==> src/rtl/pixel_tx_pkg.sv <==
// Shared types and register map for the pixel transmit output block.
// Address constants are 16-bit; the top casts them to ADDR_W.
package pixel_tx_pkg;

  localparam int PIX_W_DEF = 24;

  typedef logic [PIX_W_DEF-1:0] pixel_t;

  typedef enum logic [1:0] {
    IDLE   = 2'd0,
    STREAM = 2'd1,
    GAP    = 2'd2
  } tx_state_e;

  localparam logic [15:0] CTRL_A      = 16'h0000;
  localparam logic [15:0] FRAME_LEN_A = 16'h0002;
  localparam logic [15:0] STATUS_A    = 16'h0004;
  localparam logic [15:0] TX_COUNT_A  = 16'h0006;

  localparam logic [15:0] FRAME_LEN_RST = 16'd64;

endpackage

==> src/rtl/pixel_tx_fifo.sv <==
// Synchronous pixel FIFO with occupancy count and a flush.
// DEPTH must be a power of two so the pointers wrap naturally.
import pixel_tx_pkg::*;

module pixel_tx_fifo #(
  parameter int PIX_W = 24,
  parameter int DEPTH = 4
) (
  input  logic                     clk,
  input  logic                     rst,
  input  logic                     push,
  input  logic                     pop,
  input  logic                     flush,
  input  logic [PIX_W-1:0]         din,
  output logic [PIX_W-1:0]         dout,
  output logic                     full,
  output logic                     empty,
  output logic [$clog2(DEPTH):0]   level
);

  localparam int AW = $clog2(DEPTH);
  localparam int LW = AW + 1;

  logic [PIX_W-1:0] mem [DEPTH];
  logic [AW-1:0]    wptr;
  logic [AW-1:0]    rptr;

  assign full  = level == LW'(DEPTH);
  assign empty = level == '0;
  assign dout  = mem[rptr];

  always_ff @(posedge clk) begin
    if (push && !flush) mem[wptr] <= din;
  end

  always_ff @(posedge clk or negedge rst) begin
    if (!rst) begin
      wptr  <= '0;
      rptr  <= '0;
      level <= '0;
    end else if (flush) begin
      wptr  <= '0;
      rptr  <= '0;
      level <= '0;
    end else begin
      if (push) wptr <= wptr + AW'(1);
      if (pop)  rptr <= rptr + AW'(1);
      unique case ({push, pop})
        2'b10:   level <= level + LW'(1);
        2'b01:   level <= level - LW'(1);
        default: level <= level;
      endcase
    end
  end

endmodule

==> src/rtl/pixel_tx_out.sv <==
// Pixel stream transmit end: FIFO, registered output beat, frame/gap FSM.
// Optional PIXEL_TX_PARITY_EN adds the opar output and STATUS bit 8.
import pixel_tx_pkg::*;

module pixel_tx_out #(
  parameter int PIX_W      = 24,
  parameter int DEPTH      = 4,
  parameter int ADDR_W     = 16,
  parameter int DATA_W     = 16,
  parameter int GAP_CYCLES = 2
) (
  input  logic              clk,
  input  logic              rst,
  input  logic [PIX_W-1:0]  pixel_val_i,
  input  logic              ivalid,
  output logic              iready,
  output logic [PIX_W-1:0]  pixel_val_o,
  output logic              ovalid,
  input  logic              oready,
  output logic              olast,
  input  logic [ADDR_W-1:0] addr,
  input  logic [DATA_W-1:0] data,
  input  logic              rw,
  input  logic              reg_en,
  output logic [DATA_W-1:0] rdata
`ifdef PIXEL_TX_PARITY_EN
  ,
  output logic              opar
`endif
);

  localparam int LW = $clog2(DEPTH) + 1;
  localparam int GW = $clog2(GAP_CYCLES + 1);

  tx_state_e         state;
  logic              enable;
  logic [DATA_W-1:0] frame_len;
  logic [DATA_W-1:0] cnt;
  logic [DATA_W-1:0] fl_m1;
  logic [DATA_W-1:0] nxt_idx;
  logic [15:0]       tx_count;
  logic [GW-1:0]     gap_cnt;
  logic [DATA_W-1:0] rd_val;
  logic [PIX_W-1:0]  head;
  logic [LW-1:0]     level;
  logic              full;
  logic              empty;
  logic              push;
  logic              pop;
  logic              ld_last;
  logic              hs;
  logic              wr;
  logic              flush;
  logic              gap_done;
  logic              par_b;
  logic [8:0]        status;

`ifdef PIXEL_TX_PARITY_EN
  assign par_b = 1'b1;
`else
  assign par_b = 1'b0;
`endif

  assign iready   = rst & ~full;
  assign push     = ivalid & iready;
  assign hs       = ovalid & oready;
  assign wr       = reg_en & rw;
  assign flush    = wr && addr == ADDR_W'(CTRL_A) && data[1] && state == IDLE;
  assign fl_m1    = (frame_len == '0) ? '0 : frame_len - DATA_W'(1);
  assign nxt_idx  = hs ? cnt + DATA_W'(1) : cnt;
  assign gap_done = gap_cnt == GW'(GAP_CYCLES - 1);
  assign status   = {par_b, 4'(level), 2'b00, state};

  pixel_tx_fifo #(
    .PIX_W (PIX_W),
    .DEPTH (DEPTH)
  ) u_fifo (
    .clk   (clk),
    .rst   (rst),
    .push  (push),
    .pop   (pop),
    .flush (flush),
    .din   (pixel_val_i),
    .dout  (head),
    .full  (full),
    .empty (empty),
    .level (level)
  );

  // The last gap cycle may load directly so the gap is exactly GAP_CYCLES.
  always_comb begin
    pop     = 1'b0;
    ld_last = 1'b0;
    unique case (state)
      STREAM: begin
        pop     = enable && !empty && (!ovalid || (hs && !olast));
        ld_last = nxt_idx >= fl_m1;
      end
      GAP: begin
        pop     = enable && !empty && gap_done;
        ld_last = fl_m1 == '0;
      end
      default: ;
    endcase
  end

  always_ff @(posedge clk or negedge rst) begin
    if (!rst) begin
      state       <= IDLE;
      ovalid      <= 1'b0;
      olast       <= 1'b0;
      pixel_val_o <= '0;
      cnt         <= '0;
      gap_cnt     <= '0;
      tx_count    <= '0;
`ifdef PIXEL_TX_PARITY_EN
      opar        <= 1'b0;
`endif
    end else begin
      if (hs) tx_count <= tx_count + 16'd1;
      if (pop) begin
        ovalid      <= 1'b1;
        olast       <= ld_last;
        pixel_val_o <= head;
`ifdef PIXEL_TX_PARITY_EN
        opar        <= ^head;
`endif
      end else if (hs) begin
        ovalid <= 1'b0;
        olast  <= 1'b0;
      end
      unique case (state)
        IDLE: begin
          if (flush)  cnt   <= '0;
          if (enable) state <= STREAM;
        end
        STREAM: begin
          if (hs && olast) begin
            cnt     <= '0;
            gap_cnt <= '0;
            state   <= GAP;
          end else begin
            if (hs) cnt <= cnt + DATA_W'(1);
            if (!enable && (hs || !ovalid)) state <= IDLE;
          end
        end
        GAP: begin
          gap_cnt <= gap_cnt + GW'(1);
          if (gap_done) state <= enable ? STREAM : IDLE;
        end
        default: state <= IDLE;
      endcase
    end
  end

  always_comb begin
    rd_val = '0;
    unique case (1'b1)
      addr == ADDR_W'(CTRL_A):      rd_val = DATA_W'(enable);
      addr == ADDR_W'(FRAME_LEN_A): rd_val = frame_len;
      addr == ADDR_W'(STATUS_A):    rd_val = DATA_W'(status);
      addr == ADDR_W'(TX_COUNT_A):  rd_val = DATA_W'(tx_count);
      default:                      rd_val = '0;
    endcase
  end

  always_ff @(posedge clk or negedge rst) begin
    if (!rst) begin
      enable    <= 1'b0;
      frame_len <= DATA_W'(FRAME_LEN_RST);
      rdata     <= '0;
    end else begin
      if (wr && addr == ADDR_W'(CTRL_A))      enable    <= data[0];
      if (wr && addr == ADDR_W'(FRAME_LEN_A)) frame_len <= data;
      if (reg_en && !rw)                      rdata     <= rd_val;
    end
  end

endmodule

==> config.mk <==
export PLATFORM = sky130hd
export DESIGN_NAME = pixel_tx_out
export DESIGN_NICKNAME = d
export VERILOG_FILES = /design/src/rtl/pixel_tx_pkg.sv /design/src/rtl/pixel_tx_fifo.sv /design/src/rtl/pixel_tx_out.sv
export SDC_FILE = /design/constraint.sdc
export NUM_CORES = 1
export LEC_CHECK = 0
export CAP_MARGIN = 20
export CORE_MARGIN = 2
export CORE_UTILIZATION = 50
export CTS_CLUSTER_DIAMETER = 80
export DETAILED_ROUTE_END_ITERATION = 12
export PLACE_DENSITY = 0.72
export SYNTH_ARGS = -nofsm -noshare
export SYNTH_HDL_FRONTEND = slang
export SYNTH_SLANG_ARGS = --single-unit
==> constraint.sdc <==
create_clock -name clk -period 4 [get_ports clk]
set_clock_uncertainty 0.05 [all_clocks]
set_input_delay 0.6 -clock clk [delete_from_list [all_inputs] [get_ports clk]]
set_output_delay 0.6 -clock clk [all_outputs]
set_load 0.05 [all_outputs]
After elaboration in Yosys (flattened, before gate mapping)
Memory sizes are Yosys's and may differ from the RTL's. A register that Yosys moved wholly into a read port is not among the register bits.
Index checks and enable logic that the tools add are counted.
{"block": "totals", "ff_bits": 78, "ram_bits": 96, "input_bits": 62, "output_inout_bits": 43, "n_memories": 1}
{"block": "classes", "add_sub_neg": 8, "n_lt_le_gt_ge": 1, "n_eq_ne": 14, "n_mux": 27, "bitwise": 5, "n_reduce_logical": 35}
{"name": "u_fifo.mem", "words": 4, "word_bits": 24, "read_ports": 1, "rd_clocked_by_memory_dff": 1, "wr": 1, "line": "pixel_tx_fifo.sv:24", "text": "logic [PIX_W-1:0] mem [DEPTH];"}
{"op": "$mux W16", "n": 4}
{"op": "$pmux W16 S4", "n": 1}
{"op": "$logic_not A16 Y1", "n": 3}
{"op": "$add A16 B1 Y16 const B", "n": 2}
{"op": "$eq A16 B3 Y1 const B", "n": 2}
{"op": "$pmux W16 S2", "n": 1}
{"op": "$mux W2", "n": 9}
{"op": "$eq A16 B2 Y1 const B", "n": 1}
{"op": "$ge A16 B16 Y1", "n": 1}
{"op": "$sub A16 B1 Y16 const B", "n": 1}
{"op": "$logic_and A1 B1 Y1", "n": 12}
{"op": "$reduce_bool A2 Y1", "n": 5}
{"op": "$logic_not A1 Y1", "n": 7}
{"op": "$add A2 B1 Y2 const B", "n": 3}
{"op": "$eq A2 B1 Y1 const B", "n": 3}
{"op": "$mux W1", "n": 6}
{"op": "$ne A2 B2 Y1 const B", "n": 3}
{"op": "$pmux W2 S3", "n": 1}
{"op": "$pmux W3 S2", "n": 1}
{"op": "$and A1 B1 Y1", "n": 4}
{"op": "$eq A2 B2 Y1 const B", "n": 2}
{"op": "$pmux W1 S2", "n": 2}
{"op": "$pmux W2 S2", "n": 1}
{"op": "$reduce_and A2 Y1", "n": 2}
{"op": "12 further kinds", "n": 13}

Longest topological paths before layout
Gate-level depths: netlist (run 1).
{"block": "depth", "word_depth": 8, "depth_mapped": 13, "mapped_depth_nobuf": 13}

By module
From an unflattened synthesis (run 1), not the netlist that was laid out.
{"block": "unflattened", "hier_cells": 699, "hier_area_um2": 9340.2}
{"module": "pixel_tx_out", "n_inst": 1, "cells_per_inst": 530, "area_each_um2": 5392.7}
{"module": "pixel_tx_fifo", "n_inst": 1, "cells_per_inst": 169, "area_each_um2": 3947.5}

Least setup slack after synthesis (run 1)
No wires, ideal clock.
{"block": "synth_path", "kind": "reg2reg", "startpoint": "register frame_len[4]", "endpoint": "register olast", "setup_ns": 0.128, "arrival_time_ns": 2.795, "t_required_ns": 3.822, "slack_ns": 1.027, "path_stages_with_launch": 12, "n_path_buf": 1, "synth_period_minus_slack_ns": 2.973, "path_cell_list": "dfrtp_1 buf_6 or4_4 nor2_1 nand2_1 nand2_1 ha_1 a2111oi_0 o21ai_0 a221o_1 a21oi_1 o22ai_2"}
{"block": "synth_via", "elab_chain_len": 5, "elab_cells_between_ends": 7, "cone_classes": "add/sub: 1; order compare: 1; mux: 3; reduce/logical: 2"}
{"item": "start, declared", "line": "pixel_tx_out.sv:37", "text": "logic [DATA_W-1:0] frame_len;"}
{"item": "start signal, assigned", "line": "pixel_tx_out.sv:170", "text": "frame_len <= DATA_W'(FRAME_LEN_RST);"}
{"item": "start signal, assigned", "line": "pixel_tx_out.sv:174", "text": "if (wr && addr == ADDR_W'(FRAME_LEN_A)) frame_len <= data;"}
{"item": "$sub A16 B1 Y16 / $logic_not A16 Y1 (equally long branches)", "line": "pixel_tx_out.sv:69", "text": "assign fl_m1 = (frame_len == '0) ? '0 : frame_len - DATA_W'(1);"}
{"item": "$mux W16 (*)", "line": "pixel_tx_out.sv:69"}
{"item": "$ge A16 B16 Y1 / $logic_not A16 Y1 (equally long branches)", "line": "pixel_tx_out.sv:97, pixel_tx_out.sv:101"}
{"item": "$pmux W1 S2 (*)", "line": "pixel_tx_out.sv:94", "text": "unique case (state)"}
{"item": "$mux W1 (*)", "line": "pixel_tx_out.sv:121", "text": "if (pop) begin"}
{"item": "end signal, assigned", "line": "pixel_tx_out.sv:123", "text": "olast <= ld_last;"}
{"item": "end, declared", "line": "pixel_tx_out.sv:20", "text": "output logic olast,"}
Every way passes the cells marked *; elsewhere a longest branch is shown, timed or not.
A chain may end at the register's enable or synchronous reset.

Worst setup path in the final report (run 1)
{"block": "layout_path", "startpoint": "register frame_len[0]", "endpoint": "register olast"}
Same word-level chain as after synthesis.

==> results.py, run 1 <==
metrics = {
    "yosys": {
        "synth_top_cell_area_share_pct": 31.3,
        "synth.ff_latch_count": 198,
        "synthDominantAreaCellType": "sky130_fd_sc_hd__edfxtp_1",
        "synth_edf_count": 96,
        "ys.flop_type": "sky130_fd_sc_hd__dfrtp_1",
        "synth_nets": 800,
        "synthTopCellsByArea": "sky130_fd_sc_hd__edfxtp_1, sky130_fd_sc_hd__dfrtp_1, sky130_fd_sc_hd__mux4_2, sky130_fd_sc_hd__mux2_2, sky130_fd_sc_hd__ha_1",
        "yosys.cell_types.count": 58,
        "synth_area_mm2": 0.00922,
        "synth_sequential_area_ratio_pct": 59.0,
        "asyncSetResetFlopFracSynth_pct": 51.5,
        "avgSynthCellArea_um2": 13.0,
        "synthesis.yosys.warnings": 0,
        "synthesized_instance_count": 709,
    },
    "drt": {
        "avgViaCountPerCell": 5.79,
        "drt-pass1-iter-count": 5,
        "routed_wl_mm": 20.0,
        "route.detailed.wl_per_inst_um": 18.9,
        "post-route-drc-count": 0,
        "dr.first_iter.drc_count": 424,
        "num_vias": 6118,
        "ant_nets": 0,
    },
    "layout": {
        "multi_input_comb_area_mm2": 0.00355,
        "area_occupied_by_registers_mm2": 0.00544,
        "most-common-layout-cells": "sky130_fd_sc_hd__clkdlybuf4s50_1, sky130_fd_sc_hd__dfrtp_1, sky130_fd_sc_hd__edfxtp_1, sky130_fd_sc_hd__nand2_1, sky130_fd_sc_hd__mux2_2",
        "antenna_cells_inserted": 0,
        "layout_commonest_cell": "sky130_fd_sc_hd__clkdlybuf4s50_1",
        "synthToLayoutAreaGrowth_pct": 21.2,
        "nets": 906,
        "drive_gt1_share_pct": 15.1,
        "fill_cells": 1376,
        "design_area_mm2": 0.0112,
    },
    "hold_path": {
        "timing.hold.worst.class": "in -> async",
    },
    "timing": {
        "final_min_period_over_clock_period_pct": 86.5,
        "slew_violations": 0,
        "finalSetupViolCount": 0,
        "setup_total_negative_slack_ns": 0,
        "max-slew-margin-rel_pct": 35.8,
        "final_hold_viol_count": 0,
        "fmaxAchievable_mhz": 289,
        "final_period_minus_worst_setup_slack_ns": 3.46,
        "grt_setup_unrepaired": "false",
        "worst_pin_slew_ns": 0.962,
    },
    "clock_network": {
        "clock_tree_root_buffer_cell": "sky130_fd_sc_hd__clkbuf_16",
        "cts_buffer_depth": 2,
        "clock_insertion_delay_at_the_later_pin_of_the_skew_report_ns": 0.44,
        "clock_sink_count": 198,
        "cts_inserted_buffers": 17,
        "cts-hold-fix-buffers": 0,
        "tritoncts": "yes",
        "postCtsSetupRepairBufs": 0,
        "ctsResizeCount": 0,
        "clkTransAtPathRegs_ns": 0.08,
        "htree_num_levels": 4,
    },
    "setup_path": {
        "cp_slowest_stage_delay_ns": 0.45,
        "critPathMaxFanout": 10,
        "timing.reg2reg.setup_slack_ns": 0.54,
        "path_cells": "inv_1 > ha_1 > nand2b_1 > nor2_1 > nand2_1 > nand2_1 > ha_1 > a2111oi_0 > o21ai_0 > a221o_1 > a21oi_1 > o22ai_2",
        "buffering_stage_count_on_the_worst_path_with_inverters_included": 1,
        "start_kind": "flop",
        "critical_path_arrival_ns": 3.73,
        "required_time_of_the_critical_path_ns": 4.27,
        "worstSetupPathType": "reg -> reg",
        "endpoint_kind": "flop",
        "critical-path-top-delay-family": "compound AO/OA/AOI/OAI gates",
        "standard_cell_with_the_maximum_stage_delay_on_the_critical_path": "sky130_fd_sc_hd__dfrtp_1",
    },
    "global_route": {
        "all_layer_gr_usage_pct": 21.4,
        "remaining_global_route_overflow": 0,
        "grt_start_max_net_pins": 58,
        "wire_length_of_the_first_global_routing_pass_mm": 32.7,
        "vias_in_the_first_global_route": 6350,
        "grt_antenna_before_repair": 0,
    },
    "die": {
        "floorplan.initialDensity_pct": 51.1,
        "fp.coreArea_mm2": 0.0180,
        "die_w_um": 140,
        "die_y_um": 140,
        "fp-row-count": 49,
        "die_area_mm2": 0.0195,
        "boundaryPins": 105,
    },
    "power": {
        "peakVddDrop_mv": 0.314,
        "power_per_cell_area_mw_per_mm2": 419,
        "leakagePower_nw": 4.46,
    },
    "run": {
        "drv.max_cap_violation_count": 0,
    },
    "status": {
        "result_of_the_run": "complete, no violations",
    },
    "placed_design": {
        "placedInstanceArea_mm2": 0.0105,
        "port-buffer-count": 104,
        "routabilityCongestion": 0.879,
        "place.detailed.hpwl_mm": 13.7,
    },
}
[metrics by stage]
step	worst slack [ns]	hold slack, ns	total power [mW]	std cells	utilization, %
floorplan	1.03	0.254	2.66	709	-
global placement	0.562	0.413	2.86	1024	58.3
detailed placement	0.483	0.419	2.91	1025	58.4
CTS	0.588	0.311	4.72	1057	61.9
global route	0.186	0.345	4.87	1057	61.9
finish	0.541	0.289	4.68	1057	61.9
[registers in the layout (all words and copies together) (netlist names), 3 cells and up]
name          flops
pixel_val_o      24
u_fifo.mem       96
tx_count         16
u_fifo.level      3
frame_len        16
cnt              16
rdata            16
[final timing paths]
check	from	cells past startpoint	to
worst max-delay path	frame_len[0]$_DFFE_PN0P_	12	olast$_DFFE_PN0P_
worst min-delay path	rst	2	cnt[8]$_DFFE_PN0P_
worst max register to register	frame_len[0]$_DFFE_PN0P_	12	olast$_DFFE_PN0P_
worst min register to register	rdata[12]$_DFFE_PN0P_	2	rdata[12]$_DFFE_PN0P_
max in group asynchronous	rst	2	frame_len[15]$_DFFE_PN0P_
min in group clk	rdata[12]$_DFFE_PN0P_	2	rdata[12]$_DFFE_PN0P_
[synthesized netlist by cell type, types with 3 or more instances]
cell                       number
sky130_fd_sc_hd__nor4_1         9
sky130_fd_sc_hd__nand4_1       15
sky130_fd_sc_hd__or2_2          3
sky130_fd_sc_hd__buf_2          8
sky130_fd_sc_hd__buf_1          3
sky130_fd_sc_hd__edfxtp_1      96
sky130_fd_sc_hd__nor2_1        34
sky130_fd_sc_hd__mux2_2        40
sky130_fd_sc_hd__nand2b_1       5
sky130_fd_sc_hd__o21ai_0       39
sky130_fd_sc_hd__inv_1         26
sky130_fd_sc_hd__xnor2_1       28
sky130_fd_sc_hd__and2_1         8
sky130_fd_sc_hd__dfrtp_1      101
sky130_fd_sc_hd__a22oi_1       15
sky130_fd_sc_hd__nand3_1       14
sky130_fd_sc_hd__a21oi_1       14
sky130_fd_sc_hd__mux4_2        25
sky130_fd_sc_hd__a211oi_1       3
sky130_fd_sc_hd__xor2_1        16
sky130_fd_sc_hd__a21o_1         3
sky130_fd_sc_hd__nor2b_1        5
sky130_fd_sc_hd__ha_1          28
sky130_fd_sc_hd__nor3_1         9
sky130_fd_sc_hd__o31ai_1       13
sky130_fd_sc_hd__clkbuf_1      18
sky130_fd_sc_hd__mux2i_1        5
sky130_fd_sc_hd__and3_1         8
sky130_fd_sc_hd__nand2_1       83
[power breakdown]
part | internal [mW] | leakage [nW] | total, mW | switching (mW)
Sequential | 2.28 | 2.25 | 2.34 | 0.0681
Combinational | 0.201 | 1.90 | 0.519 | 0.318
Clock | 0.885 | 0.309 | 1.81 | 0.929
[layer usage]
layer  global-route usage [%]  wire, um  up-vias  share of wire (%)
met2                     36.8     10400      160                 52
met5                        0         0        -                  0
met4                     8.79       438        0                2.2
met3                     4.34       924       33                4.6
met1                     26.6      8240     3094                 41
li1                         -         -     2831                  -
[layout make-up]
type                            count  share of cell area [%]
Sequential cell                   198                    48.7
Multi-Input combinational cell    454                    31.8
Timing Repair Buffer              118                    10.3
Clock buffer                       17                    3.81
Tap cell                          229                    2.57
Clock inverter                     15                    1.93
Inverter                           26                   0.874
[cell families (layout without fill, tap and decap cells)]
group / after synthesis / count (layout) / share of synthesized area (%)
AOI/OAI and AO/OA: 105 / 105 / 7.47
buffers and inverters: 57 / 176 / 2.59
and+or+nand+nor: 206 / 206 / 11.2
adders and majority gates: 29 / 29 / 4.02
DFF: 198 / 198 / 59.0
xor gates and xnor gates: 44 / 44 / 4.18
muxes: 70 / 70 / 11.5
No activity file was read; power rests on OpenSTA's default activity.
==> inputs of run 2 (changes only) <==
Settings changed: PLACE_DENSITY 0.72 to 0.77.
==> run 2 against run 1 <==
  * Via count up 0.85%
  * Register-to-register slack better by 0.03 ns
  * Clock power down 4%
  * Die area unchanged
  * Sequential share of layout area up 0.16 points
  * Global-route usage down 0.24 points
  * Critical path depth unchanged
  * Worst setup slack better by 0.027 ns
  * Critical path type unchanged
  * Largest power group unchanged
==> results.py, run 2 (synthesized netlist as in run 1, its figures left out) <==
metrics = {
    "global_route": {
        "grt_antenna_before_repair": 0,
        "vias_in_the_first_global_route": 6424,
        "grt_start_max_net_pins": 72,
        "remaining_global_route_overflow": 0,
        "wire_length_of_the_first_global_routing_pass_mm": 32.9,
        "all_layer_gr_usage_pct": 21.2,
    },
    "timing": {
        "final_period_minus_worst_setup_slack_ns": 3.43,
        "finalSetupViolCount": 0,
        "postLayoutSetupSlackWorst_ns": 0.568,
        "slew_violations": 0,
        "fmaxAchievable_mhz": 291,
        "setup_total_negative_slack_ns": 0,
        "final_min_period_over_clock_period_pct": 85.8,
        "worst_pin_slew_ns": 1.05,
        "final_hold_viol_count": 0,
        "max-slew-margin-rel_pct": 29.5,
        "grt_setup_unrepaired": "false",
    },
    "power": {
        "power.share.combinational_pct": 11.1,
        "total_chip_power_mw": 4.58,
        "cellInternalPower_mw": 3.33,
        "peakVddDrop_mv": 0.321,
        "sequential_share_of_power_pct": 51.2,
        "clock_power_share_pct": 37.7,
        "switching_power_mw": 1.25,
        "leakagePower_nw": 4.44,
        "power_per_cell_area_mw_per_mm2": 411,
        "p_sw_share_pct": 27.3,
    },
    "setup_path": {
        "crit_path_end": "olast$_DFFE_PN0P_",
        "endpoint_kind": "flop",
        "critical_path_arrival_ns": 3.70,
        "path_cells": "inv_1 > ha_1 > nand2b_1 > nor2_1 > nand2_1 > nand2_1 > ha_1 > a2111oi_0 > o21ai_0 > a221o_1 > a21oi_1 > o22ai_2",
        "required_time_of_the_critical_path_ns": 4.27,
        "start_kind": "flop",
        "standard_cell_with_the_maximum_stage_delay_on_the_critical_path": "sky130_fd_sc_hd__dfrtp_1",
        "critPathLaunch": "frame_len[0]$_DFFE_PN0P_",
        "timing.rr.end": "olast$_DFFE_PN0P_",
        "cp_slowest_stage_delay_ns": 0.44,
        "crit-reg2reg-launch": "frame_len[0]$_DFFE_PN0P_",
        "timing.reg2reg.setup_slack_ns": 0.57,
        "critPathMaxFanout": 10,
        "reg2regPathDepth": 12,
        "worstSetupPathType": "reg -> reg",
    },
    "drt": {
        "route.detailed.wl_per_inst_um": 19.0,
        "drt-pass1-iter-count": 5,
        "routed_wl_mm": 20.0,
        "post-route-drc-count": 0,
        "dr.first_iter.drc_count": 458,
        "ant_nets": 0,
        "num_vias": 6170,
        "avgViaCountPerCell": 5.85,
    },
    "die": {
        "floorplan.initialDensity_pct": 51.1,
        "die_y_um": 140,
        "fp.coreArea_mm2": 0.0180,
        "fp-row-count": 49,
        "die_area_mm2": 0.0195,
        "boundaryPins": 105,
        "die_w_um": 140,
    },
    "layout": {
        "fill_cells": 1358,
        "max_flop_register": "u_fifo.mem",
        "multi_input_comb_area_mm2": 0.00355,
        "antenna_cells_inserted": 0,
        "layout_commonest_cell": "sky130_fd_sc_hd__clkdlybuf4s50_1",
        "nets": 903,
        "most-common-layout-cells": "sky130_fd_sc_hd__clkdlybuf4s50_1, sky130_fd_sc_hd__dfrtp_1, sky130_fd_sc_hd__edfxtp_1, sky130_fd_sc_hd__nand2_1, sky130_fd_sc_hd__mux2_2",
        "synthToLayoutAreaGrowth_pct": 20.8,
        "layout_top_registers": "u_fifo.mem: 96 flops, pixel_val_o: 24 flops",
        "drive_gt1_share_pct": 14.8,
        "area_occupied_by_registers_mm2": 0.00544,
        "number_of_flip_flops_in_the_largest_register": 96,
    },
    "clock_network": {
        "htree_num_levels": 4,
        "cts-hold-fix-buffers": 0,
        "clock_tree_root_buffer_cell": "sky130_fd_sc_hd__clkbuf_16",
        "ctsResizeCount": 0,
        "tritoncts": "yes",
        "postCtsSetupRepairBufs": 0,
        "cts_buffer_depth": 2,
        "clkTransAtPathRegs_ns": 0.08,
        "clock_insertion_delay_at_the_later_pin_of_the_skew_report_ns": 0.44,
        "cts_inserted_buffers": 17,
        "clock_sink_count": 198,
    },
    "placed_design": {
        "place.detailed.hpwl_mm": 13.7,
        "port-buffer-count": 104,
        "routabilityCongestion": 0.896,
        "pre_cts_slack_ns": 0.461,
    },
    "hold_path": {
        "timing.hold.worst.class": "in -> async",
    },
    "run": {
        "drv.max_cap_violation_count": 0,
    },
    "status": {
        "result_of_the_run": "complete, no violations",
    },
}
==> run 2: worst min path at each step <==
stage	startpoint	to	slack (ns)	cells after the start
floorplan	rst	cnt[0]$_DFFE_PN0P_	0.25	0
global placement	gap_cnt[1]$_DFFE_PN0P_	gap_cnt[1]$_DFFE_PN0P_	0.41	2
detailed placement	rdata[2]$_DFFE_PN0P_	rdata[2]$_DFFE_PN0P_	0.43	2
CTS	rst	pixel_val_o[3]$_DFFE_PN0P_	0.07	1
global route	rst	pixel_val_o[3]$_DFFE_PN0P_	0.08	1
finish	rst	pixel_val_o[16]$_DFFE_PN0P_	0.07	1
==> run 2: metrics by stage <==
step           cells  cell area, um2  utilization, %  hold slack, ns
2_1_floorplan    709            9220               -           0.254
3_3_place_gp    1021           10500            58.2           0.415
3_5_place_dp    1022           10500            58.3           0.431
4_1_cts         1054           11100            61.7          0.0659
5_1_grt         1054           11100            61.7          0.0786
6_report        1054           11100            61.7          0.0666
==> run 2: metal layers <==
layer / routed length (um) / part of all wire (%) / track usage, %
met4: 303 / 1.5 / 6.00
met2: 10300 / 51 / 36.1
met3: 1060 / 5.3 / 4.85
met1: 8360 / 42 / 27.3
met5: 0 / 0 / 0
==> run 2: area by class of cell <==
cell class,count,share of cell area (%)
sequential,198,48.9
clock inverter,15,1.70
tap,229,2.57
clock buffer,17,3.82
timing repair buffer,115,10.3
multi-input combinational,454,31.9
inverter,26,0.877
==> run 2: worst max-delay path: cells and delay by family (launching register included) <==
family | cells | cell delay, ns
DFF | 1 | 0.44
adders and majority gates | 2 | 0.56
and+or+nand+nor | 4 | 0.98
AOI/OAI and AO/OA | 5 | 1.14
buffers and inverters | 1 | 0.14
==> run 2: power by group through the flow <==
stage          Combinational, mW  Sequential (mW)  Clock (mW)
2_1_floorplan              0.296             2.37           0
3_3_place_gp               0.481             2.37           0
3_5_place_dp               0.506             2.39           0
6_report                   0.509             2.34        1.73
4_1_cts                    0.511             2.34        1.77
5_1_grt                    0.566             2.35        1.85
